**src/rtl/countdown_timer32_if.sv**
```systemverilog
// rtl/countdown_timer32_if.sv - control and status bundle for countdown_timer32
interface countdown_timer32_if;
    logic        load;
    logic [31:0] load_value;
    logic        start;
    logic        pause;
    logic        tick;
    logic [31:0] count;
    logic        running;
    logic        expired;
    logic        done;
    logic [1:0]  state;

    modport master (
        output load, load_value, start, pause, tick,
        input  count, running, expired, done, state
    );

    modport slave (
        input  load, load_value, start, pause, tick,
        output count, running, expired, done, state
    );
endinterface

```
**src/rtl/countdown_timer32.sv**
```systemverilog
// rtl/countdown_timer32.sv - 32-bit prescaled down-counter with expiry flag (optional COUNTDOWN_AUTORELOAD_EN)
module countdown_timer32 #(
    parameter int unsigned TICK_DIV = 1
) (
    input  logic                 clk,
    input  logic                 reset,
    countdown_timer32_if.slave   bus
);
    typedef enum logic [1:0] {
        ST_IDLE    = 2'd0,
        ST_RUN     = 2'd1,
        ST_PAUSE   = 2'd2,
        ST_EXPIRED = 2'd3
    } state_t;

    localparam logic [15:0] DIV_M1 = 16'(TICK_DIV - 1);

    state_t      state_q, state_d;
    logic [31:0] count_q, count_d;
    logic [15:0] presc_q, presc_d;
    logic        done_q, done_d;
    logic        running_q, expired_q;

`ifdef COUNTDOWN_AUTORELOAD_EN
    logic [31:0] shadow_q;

    // Remember the last loaded duration so a finished run can restart itself
    always_ff @(posedge clk or posedge reset) begin
        if (reset) begin
            shadow_q <= '0;
        end else if (bus.load) begin
            shadow_q <= bus.load_value;
        end
    end
`endif

    // Next-state logic; load overrides everything, pause overrides start
    always_comb begin
        state_d = state_q;
        count_d = count_q;
        presc_d = presc_q;
        done_d  = 1'b0;
        if (bus.load) begin
            count_d = bus.load_value;
            presc_d = '0;
            state_d = ST_IDLE;
        end else begin
            unique case (state_q)
                ST_IDLE: begin
                    if (bus.start && !bus.pause) begin
                        if (count_q == 32'd0) begin
                            state_d = ST_EXPIRED;
                            done_d  = 1'b1;
                        end else begin
                            state_d = ST_RUN;
                        end
                    end
                end
                ST_RUN: begin
                    if (bus.pause) begin
                        state_d = ST_PAUSE;
                    end else if (bus.tick) begin
                        if (presc_q == DIV_M1) begin
                            presc_d = '0;
                            if (count_q == 32'd1) begin
                                done_d = 1'b1;
`ifdef COUNTDOWN_AUTORELOAD_EN
                                count_d = shadow_q;
`else
                                count_d = '0;
                                state_d = ST_EXPIRED;
`endif
                            end else if (count_q != 32'd0) begin
                                count_d = count_q - 32'd1;
                            end
                        end else begin
                            presc_d = presc_q + 16'd1;
                        end
                    end
                end
                ST_PAUSE: begin
                    if (bus.start && !bus.pause) begin
                        state_d = ST_RUN;
                    end
                end
                ST_EXPIRED: begin
                    count_d = '0;
                end
            endcase
        end
    end

    // State and registered status outputs; status flags derive from the next state
    always_ff @(posedge clk or posedge reset) begin
        if (reset) begin
            state_q   <= ST_IDLE;
            count_q   <= '0;
            presc_q   <= '0;
            done_q    <= 1'b0;
            running_q <= 1'b0;
            expired_q <= 1'b0;
        end else begin
            state_q   <= state_d;
            count_q   <= count_d;
            presc_q   <= presc_d;
            done_q    <= done_d;
            running_q <= (state_d == ST_RUN);
            expired_q <= (state_d == ST_EXPIRED);
        end
    end

    assign bus.count   = count_q;
    assign bus.state   = state_q;
    assign bus.running = running_q;
    assign bus.expired = expired_q;
    assign bus.done    = done_q;
endmodule

```
**src/flat_wrapper.sv**
```systemverilog
// flat-port wrapper written by rule: the top's interface ports become plain ports
module countdown_timer32_flat 
#(
    parameter int unsigned TICK_DIV = 1
)
  (clk, reset, bus_load, bus_load_value, bus_start, bus_pause, bus_tick, bus_count, bus_running, bus_expired, bus_done, bus_state);
  countdown_timer32_if bus_i ();
  input  logic clk;
  input  logic reset;
  input wire logic [$bits(bus_i.load)-1:0] bus_load;
  input wire logic [$bits(bus_i.load_value)-1:0] bus_load_value;
  input wire logic [$bits(bus_i.start)-1:0] bus_start;
  input wire logic [$bits(bus_i.pause)-1:0] bus_pause;
  input wire logic [$bits(bus_i.tick)-1:0] bus_tick;
  output wire logic [$bits(bus_i.count)-1:0] bus_count;
  output wire logic [$bits(bus_i.running)-1:0] bus_running;
  output wire logic [$bits(bus_i.expired)-1:0] bus_expired;
  output wire logic [$bits(bus_i.done)-1:0] bus_done;
  output wire logic [$bits(bus_i.state)-1:0] bus_state;
  assign bus_i.load = bus_load;
  assign bus_i.load_value = bus_load_value;
  assign bus_i.start = bus_start;
  assign bus_i.pause = bus_pause;
  assign bus_i.tick = bus_tick;
  assign bus_count = bus_i.count;
  assign bus_running = bus_i.running;
  assign bus_expired = bus_i.expired;
  assign bus_done = bus_i.done;
  assign bus_state = bus_i.state;
  countdown_timer32 #(.TICK_DIV(TICK_DIV)) u_core (.clk(clk), .reset(reset), .bus(bus_i));
endmodule
```
**config.mk**
```make
export PLATFORM = sky130hd
export DESIGN_NAME = countdown_timer32_flat
export DESIGN_NICKNAME = d
export VERILOG_FILES = /design/src/rtl/countdown_timer32_if.sv /design/src/rtl/countdown_timer32.sv /design/src/flat_wrapper.sv
export SDC_FILE = /design/constraint.sdc
export NUM_CORES = 1
export LEC_CHECK = 0
export CORE_ASPECT_RATIO = 1.75
export CORE_MARGIN = 2
export CORE_UTILIZATION = 35
export DETAILED_ROUTE_END_ITERATION = 16
export PLACE_DENSITY = 0.6
export SYNTH_ARGS = -nofsm -noshare
export SYNTH_HDL_FRONTEND = slang
export SYNTH_SLANG_ARGS = --single-unit
```
**constraint.sdc**
```tcl
create_clock -name clk -period 2.74 [get_ports clk]
set_clock_uncertainty 0.15 [all_clocks]
set_input_delay 0.822 -clock clk [delete_from_list [all_inputs] [get_ports clk]]
set_output_delay 0.822 -clock clk [all_outputs]
set_load 0.01 [all_outputs]
```
Yosys cells after proc, flatten, opt, wreduce, memory -nomap -nowiden. Cells that the tools add are included.

Add/sub/neg operators: 2. Equality and inequality tests: 11. Mux-type cells: 29. Reductions and logical operators: 11.

Operator list (number): $mux 32 (6); $mux 16 (5); $pmux 32 s2 (1); $eq 32x1->1 const B (1); $logic_not 32->1 (1); $reduce_bool 32->1 (1); $sub 32x1->32 const B (1); $add 16x1->16 const B (1); $logic_not 16->1 (1); $mux 2 (8); $mux 1 (7); $eq 2x2->1 const B (3); $ne 3x3->1 const B (2); $pmux 2 s3 (1); $reduce_and 5->1 (1); $eq 2x1->1 const B (2); $ne 4x2->1 const B (1); $reduce_bool 2->1 (2); $ne 3x2->1 const B (1); $reduce_and 3->1 (1); $reduce_bool 3->1 (1); $logic_not 2->1 (1); $ne 2x2->1 const B (1); $pmux 1 s2 (1); 2 further kinds (2).

Flip-flop bits (word level): 53. Input port bits: 38. Output and inout port bits: 37. Logic and storage cells: 59.

Depth between registers and ports, before layout. Gate-level depths: netlist (run 1).

Depth in word-level cells: 8. Depth in mapped cells: 10. Mapped depth without buffers: 8.

Least setup slack after synthesis (run 1). OpenSTA, ideal clock, no wires.

Path type: reg2reg. Start point: reg u_core.count_q[8], in the netlist u_core.bus.count[8]. End point: reg u_core.count_q[12], in the netlist u_core.bus.count[12]. Library setup time: 0.126 ns. Arrival: 2.483 ns. Data required time: 2.464 ns. Path slack: -0.019 ns. Cell stages (with the launch flop): 8. Buffers on the path: 1. Clock period less this slack: 2.759 ns. Cells stage by stage: dfrtp_1 or4_4 nor4b_4 nand2_1 o41ai_4 buf_2 nor4_1 a221o_1.

Longest elaborated chain between the ends: 8.

RTL lines: start, declared (RTL line countdown_timer32.sv:19) `logic [31:0] count_q, count_d;`; start signal, assigned (RTL line countdown_timer32.sv:104) `count_q <= count_d;`; $sub 32x1->32 (RTL line countdown_timer32.sv:74) `count_d = count_q - 32'd1;`; $mux 32 (RTL line countdown_timer32.sv:73) `end else if (count_q != 32'd0) begin`; $mux 32 (RTL line countdown_timer32.sv:65) `if (count_q == 32'd1) begin`; $mux 32 (RTL line countdown_timer32.sv:63) `if (presc_q == DIV_M1) begin`; $mux 32 (RTL line countdown_timer32.sv:62) `end else if (bus.tick) begin`; $mux 32 (RTL line countdown_timer32.sv:60) `if (bus.pause) begin`; $pmux 32 s2 (RTL line countdown_timer32.sv:48) `unique case (state_q)`; $mux 32 (RTL line countdown_timer32.sv:43) `if (bus.load) begin`.

Parallel ways exist; a longest one is shown, timed or not. The select of a mux whose other input is x is not followed. A chain may end at the register's enable or synchronous reset.

Final worst setup path (run 1).
Start point: reg u_core.count_q[11], in the netlist u_core.bus.count[11]. End point: reg u_core.count_q[16], in the netlist u_core.bus.count[16].

Same word-level chain as after synthesis.

==> reports/metrics.cfg, run 1 <==
[floorplanning]
ioPinCount=75
die_w_um=77.6
core_mm2=0.00935
die_h_um=133
rows=47
dieArea_mm2=0.0103
start_util_pct=35.4

[final_layout]
multi_input_area_mm2=0.00193
drive_gt1_share_pct=22.9
fillers=886
syn_to_final_growth_pct=53.0
final_common_cell=buf_4
antenna_cells=0
seq_area_mm2=0.00133
utilization_pct=54.2
most-common-layout-cells=buf_4, clkdlybuf4s50_1, dfrtp_1, o21ai_0, nor2_1
layout.nets=562
final_cells=642

[drt]
dr.max_layer_used=met4
drc=0
ant_nets=0
met2WireLength_mm=6.40
avgRoutedWirePerCell_um=17.9
vias=3638
vias_per_cell=5.67
totalWireLength_mm=11.5
wl_met3_um=445
m1WireLength_mm=4.25
first_pass_iters=4
drtIter0Drc=190

[critical_path]
critPathKind=register to register
crit_required_ps=2770
crit_end=u_core.bus.count[16]
cp_slowest_cell=or4_4
worstPathArrival_ps=2700
crit_top_cell=buf_4
ff2ff_setup_slack_ps=70
cpPeakStageDelay_ps=590
reg2reg_depth=9
worstPathMaxFanout=9
crit_start=u_core.bus.count[11]
worstSetupStartpointType=register
r2r_start=u_core.bus.count[11]
path_cells=or4_4 -> nor4b_4 -> nand2_1 -> buf_4 -> o41ai_4 -> buf_4 -> buf_12 -> nor4_1 -> a221o_1
end_kind=register
r2r-end=u_core.bus.count[16]

[pwr]
total_leakage_power_nw=2.02
cellPowerDensity_mw_per_mm2=484
ir_drop_mv=0.307

[clock_network]
clkLatencyLatePin_ps=290
clkTransAtPathRegs_ps=70
cts_tree=built
clkSinkCount=53
hold_buffers=0
numCtsBuffers=5
clock_path_buffers=2
cts.htree.levels=2
cts-root-buf=clkbuf_16

[yosys]
syn_area_mm2=0.00331
synthArstFlopShare_pct=100
yosys_warnings=0
seq_area_frac_synth_pct=40.0
synth_cells=374
postSynthAreaPerCell_um2=8.86
synth_edf_count=0
synth_nets=417
ys_ff_latch=53
synth_ff_type=dfrtp_1
ys_types=56

[flow_run]
max-cap-violations=0

[global_routing]
antenna_found_initial=0
grt_pass1_wl_mm=18.7
grt_pass1_vias=3908
overflow=0
grt_use_total_pct=22.8
grt_max_degree=54

[sta]
relSlewSlack_pct=64.4
worst_slack_ps=74.2
period_needed_ps=2670
fin_crit_sh_pct=97.3
slew_viol_final=0
fmax_mhz=375
holdWs_ps=383
hold_viol_final=0
finalSetupViolations=0
worstMarginPinSlew_ps=529

[place]
dp_hpwl_mm=8.64
port_buffers=74
pre_cts_slack_ps=-217
gp_congestion=0.856
place_inst=627

[run_status]
status=finished, final reports clean

[worst_hold_path]
worst_hold_path_type=register to register

how the worst min path moves through the flow:
stage,startpoint,endpoint,slack (ps),cells past startpoint
after floorplan,u_core.presc_q[14],u_core.presc_q[14],320,1
after global placement,u_core.presc_q[14],u_core.presc_q[14],360,1
after detailed placement,u_core.presc_q[14],u_core.presc_q[14],370,1
after CTS,u_core.presc_q[14],u_core.presc_q[14],380,1
after global routing,u_core.presc_q[14],u_core.presc_q[14],400,1
final,u_core.presc_q[14],u_core.presc_q[14],380,1
critical path, delay by kind of cell, from the launching register on:
family	cells	cell delay, ps
flip-flops	1	400
AO/OA/AOI/OAI	2	480
buffers and inverters	3	480
AND/OR/NAND/NOR	4	1030
layout make-up:
type | instances | share of cell area, %
inverters | 11 | 0.814
well taps | 122 | 3.01
multi-input cells | 287 | 38.1
clock buffers | 7 | 2.81
flip-flops and latches | 53 | 26.2
clock inverters | 1 | 0.592
repair buffers | 161 | 28.5
cell families after synthesis:
family	after synthesis	synth area share (%)
simple gates	159	26.1
compound gates	114	25.3
flops	53	40.0
buf+inv	34	4.27
xor+xnor	8	2.11
fa+ha+maj	5	1.89
mux	1	0.302
cell usage after synthesis (all sizes together), types with 2 or more instances:
cell type	number	area share, %
a22o	5	1.3
clkbuf	15	1.7
o21ai	34	5.1
o211ai	4	0.91
o31ai	2	0.45
ha	5	1.9
nand3	6	0.91
nand4	7	1.3
nor4	20	4.0
dfrtp	53	40
inv	11	1.2
nor4b	4	1.5
or2	2	0.38
or4b	3	0.91
o31a	2	0.53
nor2	34	3.9
nand2	33	3.7
or4	7	1.7
xor2	6	1.6
nor2b	5	0.94
a32oi	9	2.4
nor3	19	2.9
o2bb2ai	10	2.6
nand2b	6	1.1
nor4bb	2	0.60
o22ai	3	0.57
a21oi	10	1.5
a221o	8	2.4
or3	5	0.94
o41ai	5	1.9
xnor2	2	0.53
and2	2	0.38
a22oi	8	1.8
a21o	4	0.91
nand3b	2	0.45
buf	8	1.3
where the power goes:
part | internal (W) | leakage, nW | total (W) | switching, W
clock network | 0.000457 | 0.0841 | 0.000746 | 0.000289
logic | 0.000425 | 1.26 | 0.000802 | 0.000377
registers | 0.000854 | 0.675 | 0.000905 | 0.0000509
total | 0.00174 | 2.02 | 0.00245 | 0.000717
flip-flops by register name, indices dropped and copies added (netlist names):
register,cells
u_core.bus.done,1
u_core.bus.count,32
u_core.presc_q,16
u_core.bus.running,1
u_core.bus.expired,1
u_core.bus.state,2
timing repair:
action,CTS,global route
resized for setup,1,16
endpoints found under the setup margin,32,31
pin swaps,4,8
buffers inserted,4,4
stage by stage:
stage	TNS [ps]	power, W	cell area [µm²]
floorplan	0	0.00123	3320
global placement	-2280	0.00169	4760
detailed placement	-4840	0.00170	4760
CTS	0	0.00245	4960
global route	-95.4	0.00257	5070
finish	0	0.00245	5070
metal layers:
| metal | GRT usage [%] | up-vias |
|---|---|---|
| met5 | 0 | - |
| met4 | 11.4 | 0 |
| met3 | 3.62 | 27 |
| met2 | 43.4 | 116 |
| met1 | 23.4 | 1780 |
| li1 | - | 1715 |
(Power assumes the default switching activity.)
==> run 2, diff against run 1 <==
--- a/config.mk
+++ b/config.mk
@@ -7,9 +7,9 @@
 export LEC_CHECK = 0
 export CORE_ASPECT_RATIO = 1.75
 export CORE_MARGIN = 2
-export CORE_UTILIZATION = 35
+export CORE_UTILIZATION = 46
 export DETAILED_ROUTE_END_ITERATION = 16
-export PLACE_DENSITY = 0.6
+export PLACE_DENSITY = 0.76
 export SYNTH_ARGS = -nofsm -noshare
 export SYNTH_HDL_FRONTEND = slang
 export SYNTH_SLANG_ARGS = --single-unit
==> run 2 against run 1 <==
Against the previous run: clock power up 9.7%; critical path depth grew 2; die area down 23%; sequential share of layout area grew 0.57 points; setup slack got worse by 63 ps; sequential power rose by 2.3%; cell area shrank 2.1%; global-route usage up 5.6 points; routed wire length fell by 0.76%; highest routed layer unchanged.
==> reports/metrics.cfg, run 2 (synthesis results as in run 1) <==
[clock_network]
cts.htree.levels=2  ; unchanged
numCtsBuffers=5  ; unchanged
cts-root-buf=clkbuf_16  ; unchanged
clkTransAtPathRegs_ps=70  ; about the same
clkLatencyLatePin_ps=300  ; was 290 ps
clock_path_buffers=2  ; unchanged
clkSinkCount=53  ; unchanged
hold_buffers=0  ; unchanged
cts_tree=built  ; unchanged

[critical_path]
crit_required_ps=2770  ; about the same
worstSetupStartpointType=register  ; unchanged
cp_num_buf_inv=4  ; was 3
worstPathMaxFanout=11  ; was 9
cp_slowest_cell=dfrtp_1  ; was or4_4
worstPathArrival_ps=2760  ; was 2700 ps
cpPeakStageDelay_ps=430  ; was 590 ps
worst_path_dominant_cell_family=compound AO/OA/AOI/OAI gates  ; was simple AND/OR/NAND/NOR gates
critPathKind=register to register  ; unchanged
end_kind=register  ; unchanged
crit_top_cell=buf_4  ; unchanged
path_cells=inv_1 -> ha_1 -> nor4b_2 -> nand4_1 -> o21ai_0 -> buf_4 -> o41ai_4 -> buf_4 -> clkbuf_16 -> a21o_1 -> a221o_1  ; was or4_4 -> nor4b_4 -> nand2_1 -> buf_4 -> o41ai_4 -> buf_4 -> buf_12 -> nor4_1 -> a221o_1

[floorplanning]
die_w_um=68.2  ; was 77.6 µm
ioPinCount=75  ; unchanged
core_mm2=0.00708  ; was 0.00935 mm²
start_util_pct=46.8  ; was 35.4%
die_h_um=116  ; was 133 µm
dieArea_mm2=0.00793  ; was 0.0103 mm²
rows=41  ; was 47

[global_routing]
grt_max_degree=36  ; was 54
antenna_found_initial=0  ; unchanged
overflow=0  ; unchanged
grt_pass1_wl_mm=17.1  ; was 18.7 mm
grt_use_total_pct=28.4  ; was 22.8%
grt_pass1_vias=3653  ; was 3,908

[drt]
totalWireLength_mm=11.4  ; was 11.5 mm
drc=0  ; unchanged
first_pass_iters=5  ; was 4
drtIter0Drc=215  ; was 190
vias=3740  ; was 3,638
ant_nets=0  ; unchanged
avgRoutedWirePerCell_um=19.1  ; was 17.9 µm
vias_per_cell=6.25  ; was 5.67

[sta]
slew_viol_final=0  ; unchanged
finalSetupTns_ps=0  ; unchanged
relSlewSlack_pct=60.5  ; was 64.4%
worstMarginPinSlew_ps=587  ; was 529 ps
period_needed_ps=2730  ; was 2670 ps
finalSetupViolations=0  ; unchanged
fmax_mhz=366  ; was 375 MHz
holdWs_ps=384  ; was 383 ps
hold_viol_final=0  ; unchanged
worst_slack_ps=11.1  ; was 74.2 ps
fin_crit_sh_pct=99.6  ; was 97.3%

[final_layout]
syn_to_final_growth_pct=49.7  ; was 53.0%
final_common_cell=clkdlybuf4s50_1  ; was buf_4
most-common-layout-cells=clkdlybuf4s50_1, buf_4, dfrtp_1, o21ai_0, nor2_1  ; was buf_4, clkdlybuf4s50_1, dfrtp_1, o21ai_0, nor2_1
seq_area_mm2=0.00133  ; unchanged
final_cells=598  ; was 642
drive_gt1_share_pct=20.9  ; was 22.9%
antenna_cells=0  ; unchanged
layout.nets=554  ; was 562
multi_input_area_mm2=0.00188  ; was 0.00193 mm²
largest_reg_flops=32  ; unchanged
fillers=542  ; was 886

[place]
port_buffers=74  ; unchanged
pre_cts_slack_ps=-58.4  ; was -217 ps
dp_hpwl_mm=7.94  ; was 8.64 mm
gp_congestion=0.854  ; was 0.856
place_inst=584  ; was 627

[worst_hold_path]
worst_hold_path_type=register to register  ; unchanged

[pwr]
total_leakage_power_nw=2.00  ; was 2.02 nW
cellPowerDensity_mw_per_mm2=503  ; was 484 mW/mm²
ir_drop_mv=0.324  ; was 0.307 mV

[flow_run]
max-cap-violations=0  ; unchanged

[run_status]
status=finished, final reports clean  ; unchanged

## run 2: cell types whose count changed in the layout (fill, tap and decap cells not counted), moves of 2 or more
| cell | change |
|---|---|
| nor4_1 | +3 |
| clkbuf_16 | +2 |
| nor4_2 | -3 |
| buf_4 | -10 |
## run 2: cell type report
cell class	instances	area share (%)
tap	86	2.17
sequential	53	26.7
clock buffer	5	2.52
multi-input combinational	287	37.8
clock inverter	3	1.31
inverter	11	0.832
timing repair buffer	153	28.6
## run 2: metrics by stage
stage | area [µm²] | total power, W | util, %
floorplan | 3320 | 0.00123 | -
global placement | 4660 | 0.00164 | 65.8
detailed placement | 4660 | 0.00165 | 65.8
CTS | 4860 | 0.00247 | 68.7
global route | 4960 | 0.00260 | 70.1
finish | 4960 | 0.00250 | 70.1
## run 2: what timing repair did
| action | CTS | global route |
|---|---|---|
| gates resized for setup | 1 | 9 |
| setup buffers | 1 | 3 |
| pin swaps | 1 | 6 |
| setup endpoints to repair | 2 | 24 |
| gates cloned | 0 | 2 |
## run 2: final timing paths
path / start / to / slack, ps / depth (start not counted)
setup / recovery: u_core.presc_q[0] / u_core.bus.count[31] / 10 / 11
hold reg to reg: u_core.presc_q[14] / u_core.presc_q[14] / 380 / 1
max in group asynchronous: reset / u_core.presc_q[15] / 1120 / 3
min in group asynchronous: reset / u_core.presc_q[7] / 710 / 2
setup reg to reg: u_core.presc_q[0] / u_core.bus.count[31] / 10 / 11
hold / removal: u_core.presc_q[14] / u_core.presc_q[14] / 380 / 1
## run 2: worst register-to-register path, delay by kind of cell, from the launching register on
kind / cells / cell delay [ps]
AOI/OAI and AO/OA: 4 / 780
adders and majority gates: 1 / 160
and+or+nand+nor: 2 / 530
buffers and inverters: 4 / 550
DFF: 1 / 430
## run 2: report_power, final
group	leakage [nW]	switching [W]	total, W	internal, W
sequential	0.675	0.0000718	0.000926	0.000854
clock	0.0938	0.000296	0.000818	0.000522
combinational	1.23	0.000347	0.000752	0.000404
## run 2: layer usage
metal / share of wire (%) / GRT usage (%)
met1: 36 / 31.4
met2: 54 / 50.7
met3: 5.6 / 4.91
met4: 3.8 / 14.0
met5: 0 / 0
